### config.mk
export PLATFORM = sky130hd
export DESIGN_NAME = reorder_buf
export DESIGN_NICKNAME = d
export VERILOG_FILES = /design/src/rtl/rob_pkg.sv /design/src/rtl/rob_bypass.sv /design/src/rtl/reorder_buf.sv
export SDC_FILE = /design/constraint.sdc
export NUM_CORES = 2
export LEC_CHECK = 0
export CORE_MARGIN = 2
export CORE_UTILIZATION = 63
export DETAILED_ROUTE_END_ITERATION = 7
export HOLD_SLACK_MARGIN = 0.03
export MAX_ROUTING_LAYER = met4
export PLACE_DENSITY = 0.78
export SYNTH_ARGS = -nofsm -noshare
export SYNTH_HDL_FRONTEND = slang
export SYNTH_HIERARCHICAL = 1
export SYNTH_SLANG_ARGS = --single-unit
export TNS_END_PERCENT = 50
### constraint.sdc
create_clock -name clk -period 5.6 [get_ports clk]
set_input_delay 1.12 -clock clk [delete_from_list [all_inputs] [get_ports clk]]
set_output_delay 1.12 -clock clk [all_outputs]
set_load 0.05 [all_outputs]
### src/rtl/rob_pkg.sv
// Shared definitions for the reorder buffer: instruction kinds, field widths and
// small decode helpers used at retire time.
package rob_pkg;

    localparam int KIND_W = 3;
    localparam int RD_W   = 5;

    typedef enum logic [KIND_W-1:0] {
        KIND_ALU    = 3'd0,
        KIND_LOAD   = 3'd1,
        KIND_STORE  = 3'd2,
        KIND_BRANCH = 3'd3,
        KIND_JALR   = 3'd4,
        KIND_JAL    = 3'd5
    } kind_e;

    // Control transfers whose actual next PC is checked against the prediction.
    function automatic logic kind_is_ctrl(input logic [KIND_W-1:0] k);
        return (k == KIND_BRANCH) || (k == KIND_JALR);
    endfunction

    function automatic logic kind_writes_rd(input logic [KIND_W-1:0] k, input logic [RD_W-1:0] rd);
        return (k != KIND_STORE) && (k != KIND_BRANCH) && (rd != '0);
    endfunction

endpackage

### src/rtl/rob_bypass.sv
// One operand lookup: a completed entry wins, otherwise the lowest-index writeback
// port carrying the same tag this cycle supplies the value.
module rob_bypass #(
    parameter int DEPTH    = 16,
    parameter int IDX_W    = $clog2(DEPTH),
    parameter int XLEN     = 32,
    parameter int WB_PORTS = 2
) (
    input  logic [IDX_W-1:0]          q_tag_i,
    input  logic [DEPTH-1:0]          ready_i,
    input  logic [XLEN-1:0]           ent_val_i [DEPTH],
    input  logic [WB_PORTS-1:0]       wb_valid_i,
    input  logic [WB_PORTS*IDX_W-1:0] wb_tag_i,
    input  logic [WB_PORTS*XLEN-1:0]  wb_val_i,
    output logic                      hit_o,
    output logic [XLEN-1:0]           val_o
);

    always_comb begin
        hit_o = 1'b0;
        val_o = '0;
        if (ready_i[q_tag_i]) begin
            hit_o = 1'b1;
            val_o = ent_val_i[q_tag_i];
        end else begin
            // Walk from the highest port down so the lowest matching port is written last.
            for (int p = WB_PORTS - 1; p >= 0; p--) begin
                if (wb_valid_i[p] && (wb_tag_i[p*IDX_W +: IDX_W] == q_tag_i)) begin
                    hit_o = 1'b1;
                    val_o = wb_val_i[p*XLEN +: XLEN];
                end
            end
        end
    end

endmodule

### src/rtl/reorder_buf.sv
// Parametrised reorder buffer: in-order allocate and retire, out-of-order writeback,
// two bypassed operand lookups, and a full flush on a mispredicted control transfer.
module reorder_buf import rob_pkg::*; #(
    parameter int DEPTH    = 16,
    parameter int IDX_W    = $clog2(DEPTH),
    parameter int XLEN     = 32,
    parameter int WB_PORTS = 2
) (
    input  logic                      clk,
    input  logic                      rst,
    input  logic                      rdy,
    input  logic                      alloc_valid,
    output logic                      alloc_ready,
    output logic [IDX_W-1:0]          alloc_tag,
    input  logic [KIND_W-1:0]         alloc_kind,
    input  logic [RD_W-1:0]           alloc_rd,
    input  logic                      alloc_done,
    input  logic [XLEN-1:0]           alloc_val,
    input  logic [XLEN-1:0]           alloc_pred,
    input  logic [WB_PORTS-1:0]       wb_valid,
    input  logic [WB_PORTS*IDX_W-1:0] wb_tag,
    input  logic [WB_PORTS*XLEN-1:0]  wb_val,
    input  logic [WB_PORTS*XLEN-1:0]  wb_npc,
    input  logic [2*IDX_W-1:0]        q_tag,
    output logic [1:0]                q_hit,
    output logic [2*XLEN-1:0]         q_val,
    output logic                      cm_valid,
    output logic [IDX_W-1:0]          cm_tag,
    output logic [RD_W-1:0]           cm_rd,
    output logic [XLEN-1:0]           cm_val,
    output logic                      cm_wen,
    output logic                      cm_store,
    output logic                      flush,
    output logic [XLEN-1:0]           flush_pc,
    output logic [IDX_W:0]            count
);

    logic [IDX_W-1:0]  head_q, head_d, tail_q, tail_d;
    logic [IDX_W:0]    count_q, count_d;
    logic [DEPTH-1:0]  vld_q, vld_d, done_q, done_d;
    logic [KIND_W-1:0] kind_q [DEPTH];
    logic [KIND_W-1:0] kind_d [DEPTH];
    logic [RD_W-1:0]   rd_q [DEPTH];
    logic [RD_W-1:0]   rd_d [DEPTH];
    logic [XLEN-1:0]   val_q [DEPTH];
    logic [XLEN-1:0]   val_d [DEPTH];
    logic [XLEN-1:0]   pred_q [DEPTH];
    logic [XLEN-1:0]   pred_d [DEPTH];
    logic [XLEN-1:0]   npc_q [DEPTH];
    logic [XLEN-1:0]   npc_d [DEPTH];

    logic              cm_valid_q, cm_wen_q, cm_store_q, flush_q;
    logic [IDX_W-1:0]  cm_tag_q;
    logic [RD_W-1:0]   cm_rd_q;
    logic [XLEN-1:0]   cm_val_q, flush_pc_q;

    logic              alloc_fire, retire, mispredict;
    logic [IDX_W-1:0]  wb_tag_a [WB_PORTS];
    logic [DEPTH-1:0]  ready_vec;

    for (genvar p = 0; p < WB_PORTS; p++) begin : g_wb_tag
        assign wb_tag_a[p] = wb_tag[p*IDX_W +: IDX_W];
    end

    // Handshake: an entry is taken on a cycle where alloc_valid && alloc_ready && rdy;
    // alloc_ready never depends on alloc_valid, and is low while full or flushing.
    assign alloc_ready = (count_q < (IDX_W+1)'(DEPTH)) && !flush_q;
    assign alloc_fire  = alloc_valid && alloc_ready;
    assign alloc_tag   = tail_q;
    assign retire      = vld_q[head_q] && done_q[head_q];
    assign mispredict  = retire && kind_is_ctrl(kind_q[head_q]) && (npc_q[head_q] != pred_q[head_q]);
    assign ready_vec   = vld_q & done_q;

    always_comb begin
        head_d  = head_q;
        tail_d  = tail_q;
        count_d = count_q;
        vld_d   = vld_q;
        done_d  = done_q;
        kind_d  = kind_q;
        rd_d    = rd_q;
        val_d   = val_q;
        pred_d  = pred_q;
        npc_d   = npc_q;
        for (int p = WB_PORTS - 1; p >= 0; p--) begin
            if (wb_valid[p] && vld_q[wb_tag_a[p]] && !done_q[wb_tag_a[p]]) begin
                val_d[wb_tag_a[p]]  = wb_val[p*XLEN +: XLEN];
                npc_d[wb_tag_a[p]]  = wb_npc[p*XLEN +: XLEN];
                done_d[wb_tag_a[p]] = 1'b1;
            end
        end
        if (retire) begin
            vld_d[head_q] = 1'b0;
            head_d        = head_q + 1'b1;
        end
        // Allocation is applied after writeback so it owns its slot outright.
        if (alloc_fire) begin
            vld_d[tail_q]  = 1'b1;
            done_d[tail_q] = alloc_done;
            kind_d[tail_q] = alloc_kind;
            rd_d[tail_q]   = alloc_rd;
            val_d[tail_q]  = alloc_val;
            pred_d[tail_q] = alloc_pred;
            npc_d[tail_q]  = alloc_pred;
            tail_d         = tail_q + 1'b1;
        end
        case ({alloc_fire, retire})
            2'b10:   count_d = count_q + 1'b1;
            2'b01:   count_d = count_q - 1'b1;
            default: count_d = count_q;
        endcase
        if (mispredict) begin
            vld_d   = '0;
            done_d  = '0;
            head_d  = '0;
            tail_d  = '0;
            count_d = '0;
        end
    end

    always_ff @(posedge clk or negedge rst) begin
        if (!rst) begin
            head_q     <= '0;
            tail_q     <= '0;
            count_q    <= '0;
            vld_q      <= '0;
            done_q     <= '0;
            cm_valid_q <= 1'b0;
            cm_tag_q   <= '0;
            cm_rd_q    <= '0;
            cm_val_q   <= '0;
            cm_wen_q   <= 1'b0;
            cm_store_q <= 1'b0;
            flush_q    <= 1'b0;
            flush_pc_q <= '0;
        end else if (rdy) begin
            head_q     <= head_d;
            tail_q     <= tail_d;
            count_q    <= count_d;
            vld_q      <= vld_d;
            done_q     <= done_d;
            cm_valid_q <= retire;
            flush_q    <= mispredict;
            if (retire) begin
                cm_tag_q   <= head_q;
                cm_rd_q    <= rd_q[head_q];
                cm_val_q   <= val_q[head_q];
                cm_wen_q   <= kind_writes_rd(kind_q[head_q], rd_q[head_q]);
                cm_store_q <= (kind_q[head_q] == KIND_STORE);
            end
            if (mispredict) begin
                flush_pc_q <= npc_q[head_q];
            end
        end else begin
            cm_valid_q <= 1'b0;
            flush_q    <= 1'b0;
        end
    end

    // Payload fields are qualified by vld/done, so they need no reset.
    always_ff @(posedge clk) begin
        if (rdy) begin
            kind_q <= kind_d;
            rd_q   <= rd_d;
            val_q  <= val_d;
            pred_q <= pred_d;
            npc_q  <= npc_d;
        end
    end

    for (genvar k = 0; k < 2; k++) begin : g_lookup
        rob_bypass #(
            .DEPTH(DEPTH), .IDX_W(IDX_W), .XLEN(XLEN), .WB_PORTS(WB_PORTS)
        ) u_bypass (
            .q_tag_i    (q_tag[k*IDX_W +: IDX_W]),
            .ready_i    (ready_vec),
            .ent_val_i  (val_q),
            .wb_valid_i (wb_valid),
            .wb_tag_i   (wb_tag),
            .wb_val_i   (wb_val),
            .hit_o      (q_hit[k]),
            .val_o      (q_val[k*XLEN +: XLEN])
        );
    end

    assign cm_valid = cm_valid_q;
    assign cm_tag   = cm_tag_q;
    assign cm_rd    = cm_rd_q;
    assign cm_val   = cm_val_q;
    assign cm_wen   = cm_wen_q;
    assign cm_store = cm_store_q;
    assign flush    = flush_q;
    assign flush_pc = flush_pc_q;
    assign count    = count_q;

endmodule

Word level (Yosys, flattened, before mapping)

Index checks and enable logic that the tools add are counted.
W data, S select, Z words.

Bits in registers: 1786
Input bits: 223
Output and inout bits: 153
Logic and storage cells: 275

Add/subtract/negate cells: 4
Magnitude comparators: 20
Equal/unequal tests: 12
Mux-type cells: 98
Bitwise gates (word level): 12
Reductions and logical operators: 36

Operators with widths:

| cell                 | count |
|---|---|
| $bwmux W512          | 7 |
| $mux W512            | 6 |
| $bmux W32 S4         | 5 |
| $mux W32             | 19 |
| $demux W32 S4        | 3 |
| $mux W16             | 7 |
| $bwmux W80           | 1 |
| $bwmux W48           | 1 |
| $or A16 B16 Y16      | 3 |
| $and A16 B16 Y16     | 2 |
| $bmux W1 S4          | 8 |
| $ne A32 B32 Y1       | 1 |
| $ge A5 B5 Y1 const B | 6 |
| $lt A4 B5 Y1 const B | 6 |
| $not A4 Y5           | 6 |
| $logic_and A1 B1 Y1  | 22 |
| $bmux W5 S4          | 1 |
| $demux W5 S4         | 1 |
| $mux W1              | 20 |
| $mux W5              | 4 |
| $bwmux W16           | 1 |
| $demux W1 S4         | 4 |
| $eq A4 B4 Y1         | 4 |
| $ge A4 B1 Y1 const B | 4 |
| 22 further kinds     | 40 |

Longest topological paths before layout

Depth in word-level cells: 11
Mapped depth: 17

Hierarchy

The synthesis kept the hierarchy.

Modules (own cells, without submodules):

| module      | instances | cells an instance | area each (um^2) | sequential area each (um^2) |
|---|---|---|---|---|
| reorder_buf | 1         | 8319              | 101233.3         | 53020.9 |
| rob_bypass  | 2         | 559               | 5465.2           | 0.0 |

Least setup slack after synthesis

Ideal clock, no wire load.

Path kind: input-to-reg
Start point: in alloc_valid
End point: reg kind_q[15] in the netlist's numbering (enable)
Setup time: 0.489 ns
Data arrival time: 4.648 ns
Data required time: 5.111 ns
Setup slack: 0.463 ns
Stages: 4
Cell sequence: nor3b_1 > clkbuf_1 > nand2_1 > nor3_1

Cells in the longest elaborated chain, start to end: 2

RTL lines:

| what                               | line               | text |
|---|---|---|
| from (decl)                        | reorder_buf.sv:12  | `input logic alloc_valid,` |
| $logic_and A1 B1 Y1                | reorder_buf.sv:68  | `assign alloc_fire = alloc_valid && alloc_ready;` |
| $reduce_and A2 Y1 (no source line) | -                  |  |
| to (signal assigned)               | reorder_buf.sv:163 | `kind_q <= kind_d;` |
| to (decl)                          | reorder_buf.sv:41  | `logic [KIND_W-1:0] kind_q [DEPTH];` |

Every way passes these cells.
A chain may end at the register's enable or synchronous reset.

Final worst setup path

Start point: reg done_q[3]
End point: out q_val[27]

Cells in the longest elaborated chain, start to end: 4

RTL lines:

| what                          | line               | text |
|---|---|---|
| from (decl)                   | reorder_buf.sv:40  | `logic [DEPTH-1:0] vld_q, vld_d, done_q, done_d;` |
| from (signal assigned)        | reorder_buf.sv:141 | `done_q <= done_d;` |
| $and A16 B16 Y16              | reorder_buf.sv:72  | `assign ready_vec = vld_q & done_q;` |
| via ready_vec[3]              | reorder_buf.sv:59  | `logic [DEPTH-1:0] ready_vec;` |
| $bmux W1 S4                   | rob_bypass.sv:22   | `if (ready_i[q_tag_i]) begin` |
| $mux W1 (not written as such) | rob_bypass.sv:22   |  |
| $mux W32                      | rob_bypass.sv:22   |  |
| to (decl)                     | reorder_buf.sv:26  | `output logic [2*XLEN-1:0] q_val,` |

The timed path passes the listed nets, and every way through them passes these cells. The select of a mux whose other input is x is not followed.

==> impl_metrics.env <==
export IMPL_seq_area_frac_synth_pct=47.27
export IMPL_ant_nets=0
export IMPL_max_cap_viol_count=0
export IMPL_synth_edf_count=1664
export IMPL_worst_pin_slew_ns=1.430
export IMPL_routed_wl_um=413100
export IMPL_synth_cells=9437
export IMPL_die_area_mm2=0.1814
export IMPL_end_kind="primary output"
export IMPL_dp_cells=11250
export IMPL_dpl_cell_area_mm2=0.1186
export IMPL_power_density_mw_per_mm2=374.9
export IMPL_p_leak_nw=47.43
export IMPL_grt_start_max_net_pins=181
export IMPL_highest_layer="met4"
export IMPL_num_fill_cells=11860
export IMPL_areaGrowthSynthToFinish_pct=11.58
export IMPL_grt_antenna_before_repair=38
export IMPL_grt_overflow=0
export IMPL_gp_congestion=0.9405
export IMPL_io_buffer_count=375
export IMPL_hold_violations=0
export IMPL_postCtsResizedCells=0
export IMPL_ys_async_sr_fraction_pct=6.831
export IMPL_clkPwrFrac_pct=28.4
export IMPL_max_freq_ghz=0.1923
export IMPL_htree_levels=4
export IMPL_sequentialPowerShare_pct=36.2
export IMPL_power_switching_fraction_pct=34.94
export IMPL_die_w_um=425.9
export IMPL_boundaryPins=376
export IMPL_path_class="flip-flop to primary output"
export IMPL_cts_setup_buffers=0
export IMPL_final_common_cell="edfxtp_1"
export IMPL_hpwl_um=229300
export IMPL_vias=91280
export IMPL_layout_common_cells="edfxtp_1, mux2i_1, nor2_1"
export IMPL_cts_buffers=192
export IMPL_wl_met3_um=62430
export IMPL_ys_ff_latch=1786
export IMPL_total_power_mw=46.92
export IMPL_num_nets_final=9340
export IMPL_met1_length_um=133600
export IMPL_slew_headroom_pct=4.690
export IMPL_arrival_ns=4.08
export IMPL_cp_required_ns=4.48
export IMPL_clock_sinks=1786
export IMPL_finalSetupTns_ns=0
export IMPL_p_comb_share_pct=35.4
export IMPL_setup_viol_count_final=0
export IMPL_core_area_mm2=0.1765
export IMPL_p_switching_mw=16.39
export IMPL_finalNonFillerCells=11650
export IMPL_drive_gt1_share_pct=16.20
export IMPL_yosysWarnings=6
export IMPL_via_per_inst=7.835
export IMPL_path_clk_slew_ns=0.07
export IMPL_power_internal_mw=30.53
export IMPL_grt_pass1_vias=87930
export IMPL_maxSlewViolCount=0
export IMPL_outcome="finished, final reports clean"
export IMPL_fin_crit_ns=5.201
export IMPL_vdd_drop_max_mv=0.4030
export IMPL_yosysUniqueCellTypes=65
export IMPL_drtPass1Iterations=7
export IMPL_synth_avg_cell_area_um2=11.89
export IMPL_die_h_um=425.9
export IMPL_min_period_over_period_pct=92.87
export IMPL_num_rows=154
export IMPL_final_cell_area_mm2=0.1252
export IMPL_min_path_type="input pin to async pin"
export IMPL_fin_skew_ns=0.07095
export IMPL_syn_nets=9672
export IMPL_rsz0062_at_grt="no"
export IMPL_dr_first_iter_drc_count=17760
export IMPL_root_buffer="clkbuf_16"
export IMPL_cp_max_fo=56
export IMPL_insertion_delay_ns=0.91
export IMPL_cts_hold_fix_buffers=0
export IMPL_syn_cell_area_mm2=0.1122
export IMPL_start_util_pct=63.55
export IMPL_cts_tree="built"
export IMPL_clock_path_buffers=3
export IMPL_cp_start_kind="flip-flop"
export IMPL_drc=0
export IMPL_grt_pass1_wl_um=592000
export IMPL_gr_usage_all_layers_pct=46.06
export IMPL_ys_flop_type="edfxtp_1"
export IMPL_wl_per_cell_um=35.46
export IMPL_met2_length_um=182800
==> power by group through the flow <==
stage	Sequential, mW	Combinational [mW]	Clock [mW]
detailed placement	17.2	16.1	0
floorplan	17.6	9.90	0
global route	17.0	17.1	13.8
global placement	17.1	15.8	0
finish	17.0	16.6	13.3
CTS	16.9	16.2	13.3
==> final timing paths <==
kind | from | end | slack [ns] | cells after the start
min | rst | cm_val[15]$_DFFE_PN0P_ | 0.26 | 1
max in group asynchronous | rst | head_q[0]$_DFFE_PN0P_ | 4.27 | 2
max | done_q[3]$_DFFE_PN0P_ | q_val[27] | 0.40 | 8
min reg2reg | cm_tag[3]$_DFFE_PN0P_ | cm_tag[3]$_DFFE_PN0P_ | 0.50 | 2
min in group clk | cm_tag[3]$_DFFE_PN0P_ | cm_tag[3]$_DFFE_PN0P_ | 0.50 | 2
max reg2reg | head_q[2]$_DFFE_PN0P_ | flush_pc[20]$_DFFE_PN0P_ | 0.70 | 10
==> metrics by stage <==
| step | util, % | worst slack [ns] | hold slack (ns) |
|---|---|---|---|
| 2_1_floorplan | - | 0.4626 | 0.4991 |
| 3_3_place_gp | 67.17 | 0.6462 | 0.4602 |
| 3_5_place_dp | 67.17 | 0.6301 | 0.4755 |
| 4_1_cts | 70.86 | 0.5724 | 0.2446 |
| 5_1_grt | 70.90 | 0.5058 | 0.2721 |
| 6_report | 70.91 | 0.3994 | 0.2559 |
==> registers in the layout (all words and copies together), names as in the netlist <==
signal     cells
npc_q        512
pred_q       512
val_q        512
rd_q          80
kind_q        48
cm_val        32
flush_pc      32
done_q        16
vld_q         16
cm_rd          5
count          5
alloc_tag      4
cm_tag         4
head_q         4
cm_store       1
cm_valid       1
cm_wen         1
flush          1
==> layout make-up <==
cell class                 count  area [µm²]  share of cell area, %
antenna                       37       92.59                0.07398
clock buffer                 248        5206                  4.160
clock inverter               114        1295                  1.035
inverter                      41       153.9                 0.1230
multi-input combinational   6415       54470                  43.53
sequential                  1786       53040                  42.38
tap                         2340        2928                  2.339
timing repair buffer         669        7966                  6.365
==> metal layers <==
metal,vias up,global-route usage [%]
li1,35950,-
met1,44320,55.46
met2,8871,66.93
met3,2136,12.97
met4,0,32.71
met5,-,-
==> logic make-up (layout without fill, tap and decap cells) <==
| group | Yosys count | after routing | synth area share [%] |
|---|---|---|---|
| and+or+nand+nor | 1798 | 1798 | 7.110 |
| buffers and inverters | 1236 | 1072 | 4.589 |
| muxes | 1955 | 1955 | 24.21 |
| adders and majority gates | 12 | 12 | 0.1406 |
| xor gates and xnor gates | 50 | 50 | 0.3904 |
| AOI/OAI and AO/OA | 2600 | 2600 | 16.29 |
| other | 0 | 37 | 0 |
| DFF | 1786 | 1786 | 47.27 |
==> synthesized netlist by cell type, types with 60 or more instances <==
master       n  area, µm²
a211oi_1   779       5848
a21o_1     770       5781
a21oi_1    278       1391
a221oi_1   128       1121
a22oi_1    174       1306
and2_1      91      569.3
buf_1      267       1002
buf_2       76      380.4
clkbuf_1   777       2917
dfrtp_1    122       3053
edfxtp_1  1664      49970
mux2_2      69      777.0
mux2i_1   1287      12880
mux4_2     599      13490
nand2_1    359       1348
nor2_1    1086       4076
nor3b_2     60      750.7
o21ai_0    340       1702
o31a_1      64      560.5
==> worst max-delay path, cell delays in order (launching register included) <==
cell and delay [ns]:
dfrtp_1 0.43, and2_1 0.24, mux4_2 0.26, mux2i_1 0.09
mux2i_4 0.72, buf_12 0.46, o21ai_0 0.49, o31a_1 0.27
buf_12 0.16
Power figures use the tool's default switching activity.
